$ cat src/rtl/power_pkg.sv
// power_pkg: constants shared by the power pipeline and its bench.
//   MODE_SQUARE / MODE_CUBE : encoding of the per-operand mode bit
//   DEFAULT_W / DEFAULT_TAG_W : default operand and tag widths
package power_pkg;

  localparam logic MODE_SQUARE = 1'b0;
  localparam logic MODE_CUBE   = 1'b1;

  localparam int DEFAULT_W     = 8;
  localparam int DEFAULT_TAG_W = 4;

endpackage

$ cat src/rtl/pipe_stage_reg.sv
// pipe_stage_reg: one pipeline stage made of a valid bit plus a payload.
//   clk, rst   : clock and asynchronous active-high reset (clears everything)
//   en         : stage loads from its predecessor on this edge
//   valid_in   : predecessor valid bit
//   data_in    : predecessor payload (PW bits)
//   valid_out  : registered valid bit
//   data_out   : registered payload
module pipe_stage_reg #(
  parameter int PW = 8
) (
  input  logic          clk,
  input  logic          rst,
  input  logic          en,
  input  logic          valid_in,
  input  logic [PW-1:0] data_in,
  output logic          valid_out,
  output logic [PW-1:0] data_out
);

  logic          valid_d, valid_q;
  logic [PW-1:0] data_d, data_q;

  // A bubble still advances (valid drops), but the payload is only captured
  // for a real operand so unaccepted input data never enters the pipe.
  always_comb begin
    valid_d = valid_q;
    data_d  = data_q;
    if (en) begin
      valid_d = valid_in;
      if (valid_in) begin
        data_d = data_in;
      end
    end
  end

  always_ff @(posedge clk or posedge rst) begin
    if (rst) begin
      valid_q <= 1'b0;
      data_q  <= '0;
    end else begin
      valid_q <= valid_d;
      data_q  <= data_d;
    end
  end

  assign valid_out = valid_q;
  assign data_out  = data_q;

endmodule

$ cat src/rtl/power_pipeline.sv
// power_pipeline: three-stage pipeline returning x^2 or x^3 with a sideband tag.
//   clk, rst                        : clock, asynchronous active-high reset
//   in_valid/in_ready               : input handshake
//   in_data (W), in_mode, in_tag    : operand, 0=square 1=cube, opaque tag
//   out_valid/out_ready             : output handshake
//   out_data (3W), out_mode, out_tag: result with its own mode and tag
// Stages: S1 holds x, S2 holds x^2 and x, S3 holds the final result.
module power_pipeline
  import power_pkg::*;
#(
  parameter int W     = DEFAULT_W,
  parameter int TAG_W = DEFAULT_TAG_W
) (
  input  logic             clk,
  input  logic             rst,
  input  logic             in_valid,
  output logic             in_ready,
  input  logic [W-1:0]     in_data,
  input  logic             in_mode,
  input  logic [TAG_W-1:0] in_tag,
  output logic             out_valid,
  input  logic             out_ready,
  output logic [3*W-1:0]   out_data,
  output logic             out_mode,
  output logic [TAG_W-1:0] out_tag
);

  localparam int S1_W = TAG_W + 1 + W;
  localparam int S2_W = TAG_W + 1 + W + 2*W;
  localparam int S3_W = TAG_W + 1 + 3*W;

  logic            adv;
  logic            s1_valid, s2_valid, s3_valid;
  logic [S1_W-1:0] s1_in, s1_out;
  logic [S2_W-1:0] s2_in, s2_out;
  logic [S3_W-1:0] s3_in, s3_out;

  logic [W-1:0]     s1_x, s2_x;
  logic             s1_mode, s2_mode;
  logic [TAG_W-1:0] s1_tag, s2_tag;
  logic [2*W-1:0]   s1_x_ext, s1_sq, s2_sq;
  logic [3*W-1:0]   s2_sq_ext, s2_x_ext, s2_cube, s2_result;

  // Whole pipe moves in lockstep: it stalls only when a result is being
  // presented and refused, so a freed output slot is refilled the same cycle.
  assign adv      = out_ready || !s3_valid;
  assign in_ready = adv;

  assign s1_in = {in_tag, in_mode, in_data};
  assign {s1_tag, s1_mode, s1_x} = s1_out;
  assign {s2_tag, s2_mode, s2_x, s2_sq} = s2_out;

  // Operands are widened before multiplying so the products are exact.
  always_comb begin
    s1_x_ext  = {{W{1'b0}}, s1_x};
    s1_sq     = s1_x_ext * s1_x_ext;
    s2_in     = {s1_tag, s1_mode, s1_x, s1_sq};
    s2_sq_ext = {{W{1'b0}}, s2_sq};
    s2_x_ext  = {{(2*W){1'b0}}, s2_x};
    s2_cube   = s2_sq_ext * s2_x_ext;
    s2_result = (s2_mode == MODE_CUBE) ? s2_cube : s2_sq_ext;
    s3_in     = {s2_tag, s2_mode, s2_result};
  end

  pipe_stage_reg #(.PW(S1_W)) u_s1 (
    .clk(clk), .rst(rst), .en(adv),
    .valid_in(in_valid), .data_in(s1_in),
    .valid_out(s1_valid), .data_out(s1_out)
  );

  pipe_stage_reg #(.PW(S2_W)) u_s2 (
    .clk(clk), .rst(rst), .en(adv),
    .valid_in(s1_valid), .data_in(s2_in),
    .valid_out(s2_valid), .data_out(s2_out)
  );

  pipe_stage_reg #(.PW(S3_W)) u_s3 (
    .clk(clk), .rst(rst), .en(adv),
    .valid_in(s2_valid), .data_in(s3_in),
    .valid_out(s3_valid), .data_out(s3_out)
  );

  assign out_valid = s3_valid;
  assign {out_tag, out_mode, out_data} = s3_out;

endmodule

$ cat config.mk
export PLATFORM = sky130hd
export DESIGN_NAME = power_pipeline
export DESIGN_NICKNAME = d
export VERILOG_FILES = /design/src/rtl/power_pkg.sv /design/src/rtl/pipe_stage_reg.sv /design/src/rtl/power_pipeline.sv
export SDC_FILE = /design/constraint.sdc
export NUM_CORES = 1
export LEC_CHECK = 0
export BUFFER_PORTS_ARGS = -buffer_cell sky130_fd_sc_hd__buf_2
export CAP_MARGIN = 20
export CORE_MARGIN = 2
export CORE_UTILIZATION = 55
export CTS_CLUSTER_SIZE = 25
export DETAILED_ROUTE_END_ITERATION = 16
export PLACE_DENSITY_LB_ADDON = 0.3
export REMOVE_ABC_BUFFERS = 1
export SLEW_MARGIN = 20
export SYNTH_ARGS = -nofsm -noshare
export SYNTH_HDL_FRONTEND = slang
export SYNTH_SLANG_ARGS = --single-unit
export TNS_END_PERCENT = 50
$ cat constraint.sdc
create_clock -name clk -period 4.25 [get_ports clk]
set_input_delay 0.6375 -clock clk [delete_from_list [all_inputs] [get_ports clk]]
set_output_delay 0.6375 -clock clk [all_outputs]
set_load 0.02 [all_outputs]
==> results.sh <==
export IMPL_netlist_top_cells_count="inv_1, and2_1, fa_1, nand2_1, ha_1"
export IMPL_ys_async_sr_fraction=1.000
export IMPL_worst_ep_arrival_time_ps=4860
export IMPL_postRouteAntennaNets=0
export IMPL_grt_max_degree=46
export IMPL_dieWidth_um=128.1
export IMPL_wl_mm=21.05
export IMPL_max_cap_viol_count=0
export IMPL_synth_ff_type="dfrtp_1"
export IMPL_num_rows=45
export IMPL_finalCritPeriodShare=1.080
export IMPL_core_um2=15150
export IMPL_insertion_delay_ps=350
export IMPL_finalCriticalPeriod_ps=4590
export IMPL_root_buffer="clkbuf_16"
export IMPL_clockBufferDepth=2
export IMPL_synth_seq_area_share=0.2127
export IMPL_synth_edf_count=0
export IMPL_num_antenna_cells=0
export IMPL_post_synth_top_count_cell="inv_1"
export IMPL_drtPass1Iterations=4
export IMPL_antenna_found_initial=0
export IMPL_num_vias=6929
export IMPL_drive_above_1_share=0.3110
export IMPL_path_clk_slew_ps=60
export IMPL_utilization=0.7054
export IMPL_finalWorstSetupSlack_ps=-339.8
export IMPL_dieArea_um2=16410
export IMPL_hold_viol=0
export IMPL_crit_type="reg2reg"
export IMPL_setup_viol=19
export IMPL_synthCells=911
export IMPL_track_usage=0.2780
export IMPL_fin_nets=1265
export IMPL_syn_mean_instance_area_um2=9.298
export IMPL_rsz0062_at_grt="yes"
export IMPL_dp_hpwl_mm=15.28
export IMPL_fmax_mhz=217.9
export IMPL_wl_per_cell_um=16.68
export IMPL_synth_cell_types=60
export IMPL_die_h_um=128.1
export IMPL_status="finished with violations"
export IMPL_maxSlewViolCount=0
export IMPL_crit_chain="buf_4 > and2_1 > fa_2 > fa_2 > fa_1 > inv_1 > fa_1 > inv_1 > ha_4 > nand3_2 > or4_4 > a21o_1 > nand3_2 > mux2_4 > o211ai_1"
export IMPL_port_buffers=47
export IMPL_ios=48
export IMPL_first_iter_violations=396
export IMPL_violations="negative setup slack"
export IMPL_relSlewSlack=0.4647
export IMPL_skew_ps=9.780
export IMPL_overflow=0
export IMPL_syn_area_um2=8471
export IMPL_viasPerCell=5.490
export IMPL_yosysTopAreaCell="fa_1"
export IMPL_initial_core_util=0.5593
export IMPL_crit_required_ps=4520
export IMPL_drc=0
export IMPL_crit_path_max_fanout=6
export IMPL_cts_tree="yes"
export IMPL_first_global_vias=7559
export IMPL_cp_end_kind="register"
export IMPL_ys_warnings_count=0
export IMPL_cts_sinks=72
export IMPL_critPathSlowestCell="fa_2"
export IMPL_grt_pass1_wl_mm=35.87
export IMPL_synth_top_area_share=0.2482
export IMPL_worstSetupStartpointType="register"
export IMPL_numCtsBuffers=9
export IMPL_hold_path_class="in2async"
export IMPL_htree_levels=3
export IMPL_area_growth_pct=26.13
export IMPL_worstMarginPinSlew_ps=803.0
export IMPL_ys_top_cells_by_area="fa_1, dfrtp_1, ha_1"
export IMPL_place_congestion=0.8888
export IMPL_synth_seq_cells=72
export IMPL_critPathMaxStageDelay_ps=540
placed cells by master (no fill, tap or decap), types with 11 or more instances in the layout:
cell / synthesis / layout
buf_2: 3 / 48
ha_1: 74 / 61
buf_4: 2 / 114
dfrtp_1: 72 / 57
nand2_1: 105 / 99
nor3_1: 13 / 11
nor2_1: 18 / 16
buf_6: 0 / 19
xor2_1: 11 / 11
and2_4: 0 / 11
fa_1: 105 / 97
ha_4: 0 / 12
and2_1: 116 / 105
mux2_2: 26 / 26
xnor2_1: 13 / 13
a21oi_1: 26 / 15
dfrtp_2: 0 / 15
o21ai_0: 36 / 31
inv_1: 142 / 133
stage by stage:
| stage | setup TNS (ps) | worst slack (ps) | hold slack (ps) | cells | area [µm²] |
|---|---|---|---|---|---|
| detailed placement | -4882 | -469.8 | 454.0 | 1217 | 9590 |
| global placement | -3259 | -376.1 | 448.0 | 1217 | 9590 |
| global route | -6087 | -469.2 | 342.8 | 1262 | 10680 |
| floorplan | -724.9 | -344.0 | 433.1 | 877 | 8332 |
| finish | -3102 | -339.8 | 291.0 | 1262 | 10680 |
| CTS | -1571 | -315.3 | 299.3 | 1257 | 10560 |
cells by family after synthesis:
logic type,share of synthesized area
AO/OA/AOI/OAI,0.09970
XOR/XNOR,0.02482
adder cells (fa/ha/maj),0.3575
buffers and inverters,0.08021
flip-flops,0.2127
multiplexers,0.04180
other,0.0008866
AND/OR/NAND/NOR,0.1824
metal layers:
layer  track usage  wire (µm)  vias to the layer above
li1              -          -                     3231
met1        0.3420       8762                     3477
met2        0.4891      10850                      163
met3       0.04299        702                       58
met4        0.1144        734                        0
met5             0          0                        -
layout make-up:
class	count	area (µm²)
Tap cell	188	235.2
Fill cell	1053	4462
Clock inverter	7	102.6
Clock buffer	9	225.2
Timing Repair Buffer	181	1310
Multi-Input combinational cell	663	6457
Inverter	142	533.0
Sequential cell	72	1821
final timing paths:
kind	to	startpoint	slack, ps	depth (start not counted)
max	u_s3.data_out[23]	u_s2.data_out[22]	-340	15
min	u_s1.data_out[10]	rst	290	2
max reg2reg	u_s3.data_out[23]	u_s2.data_out[22]	-340	15
min reg2reg	u_s3.data_out[26]	u_s2.data_out[26]	470	2
max in group asynchronous	u_s3.data_out[1]	rst	3170	3
min in group clk	u_s3.data_out[26]	u_s2.data_out[26]	470	2
sequential cells by signal (all words and copies together) (netlist names):
name            flops
u_s3.data_out      29
u_s2.data_out      27
u_s1.data_out      13
u_s1.valid_out      1
u_s2.valid_out      1
u_s3.valid_out      1
repair_timing:
action / 4_1_cts / 5_1_grt
setup buffers: 26 / 5
endpoints found under the setup margin: 17 / 22
resized for setup: 117 / 23
pin swaps: 62 / 5
hold buffers: 0 / 0
critical path, delay by kind of cell (launching register included):
kind | cells | cell delay [ps]
AO/OA/AOI/OAI | 2 | 350
buffers and inverters | 3 | 290
adder cells (fa/ha/maj) | 5 | 2280
flip-flops | 1 | 470
multiplexers | 1 | 290
AND/OR/NAND/NOR | 4 | 820
Power is left out: the tool's default activity adds up to more than one toggle a clock period on the data nets, which glitch-free logic cannot reach.
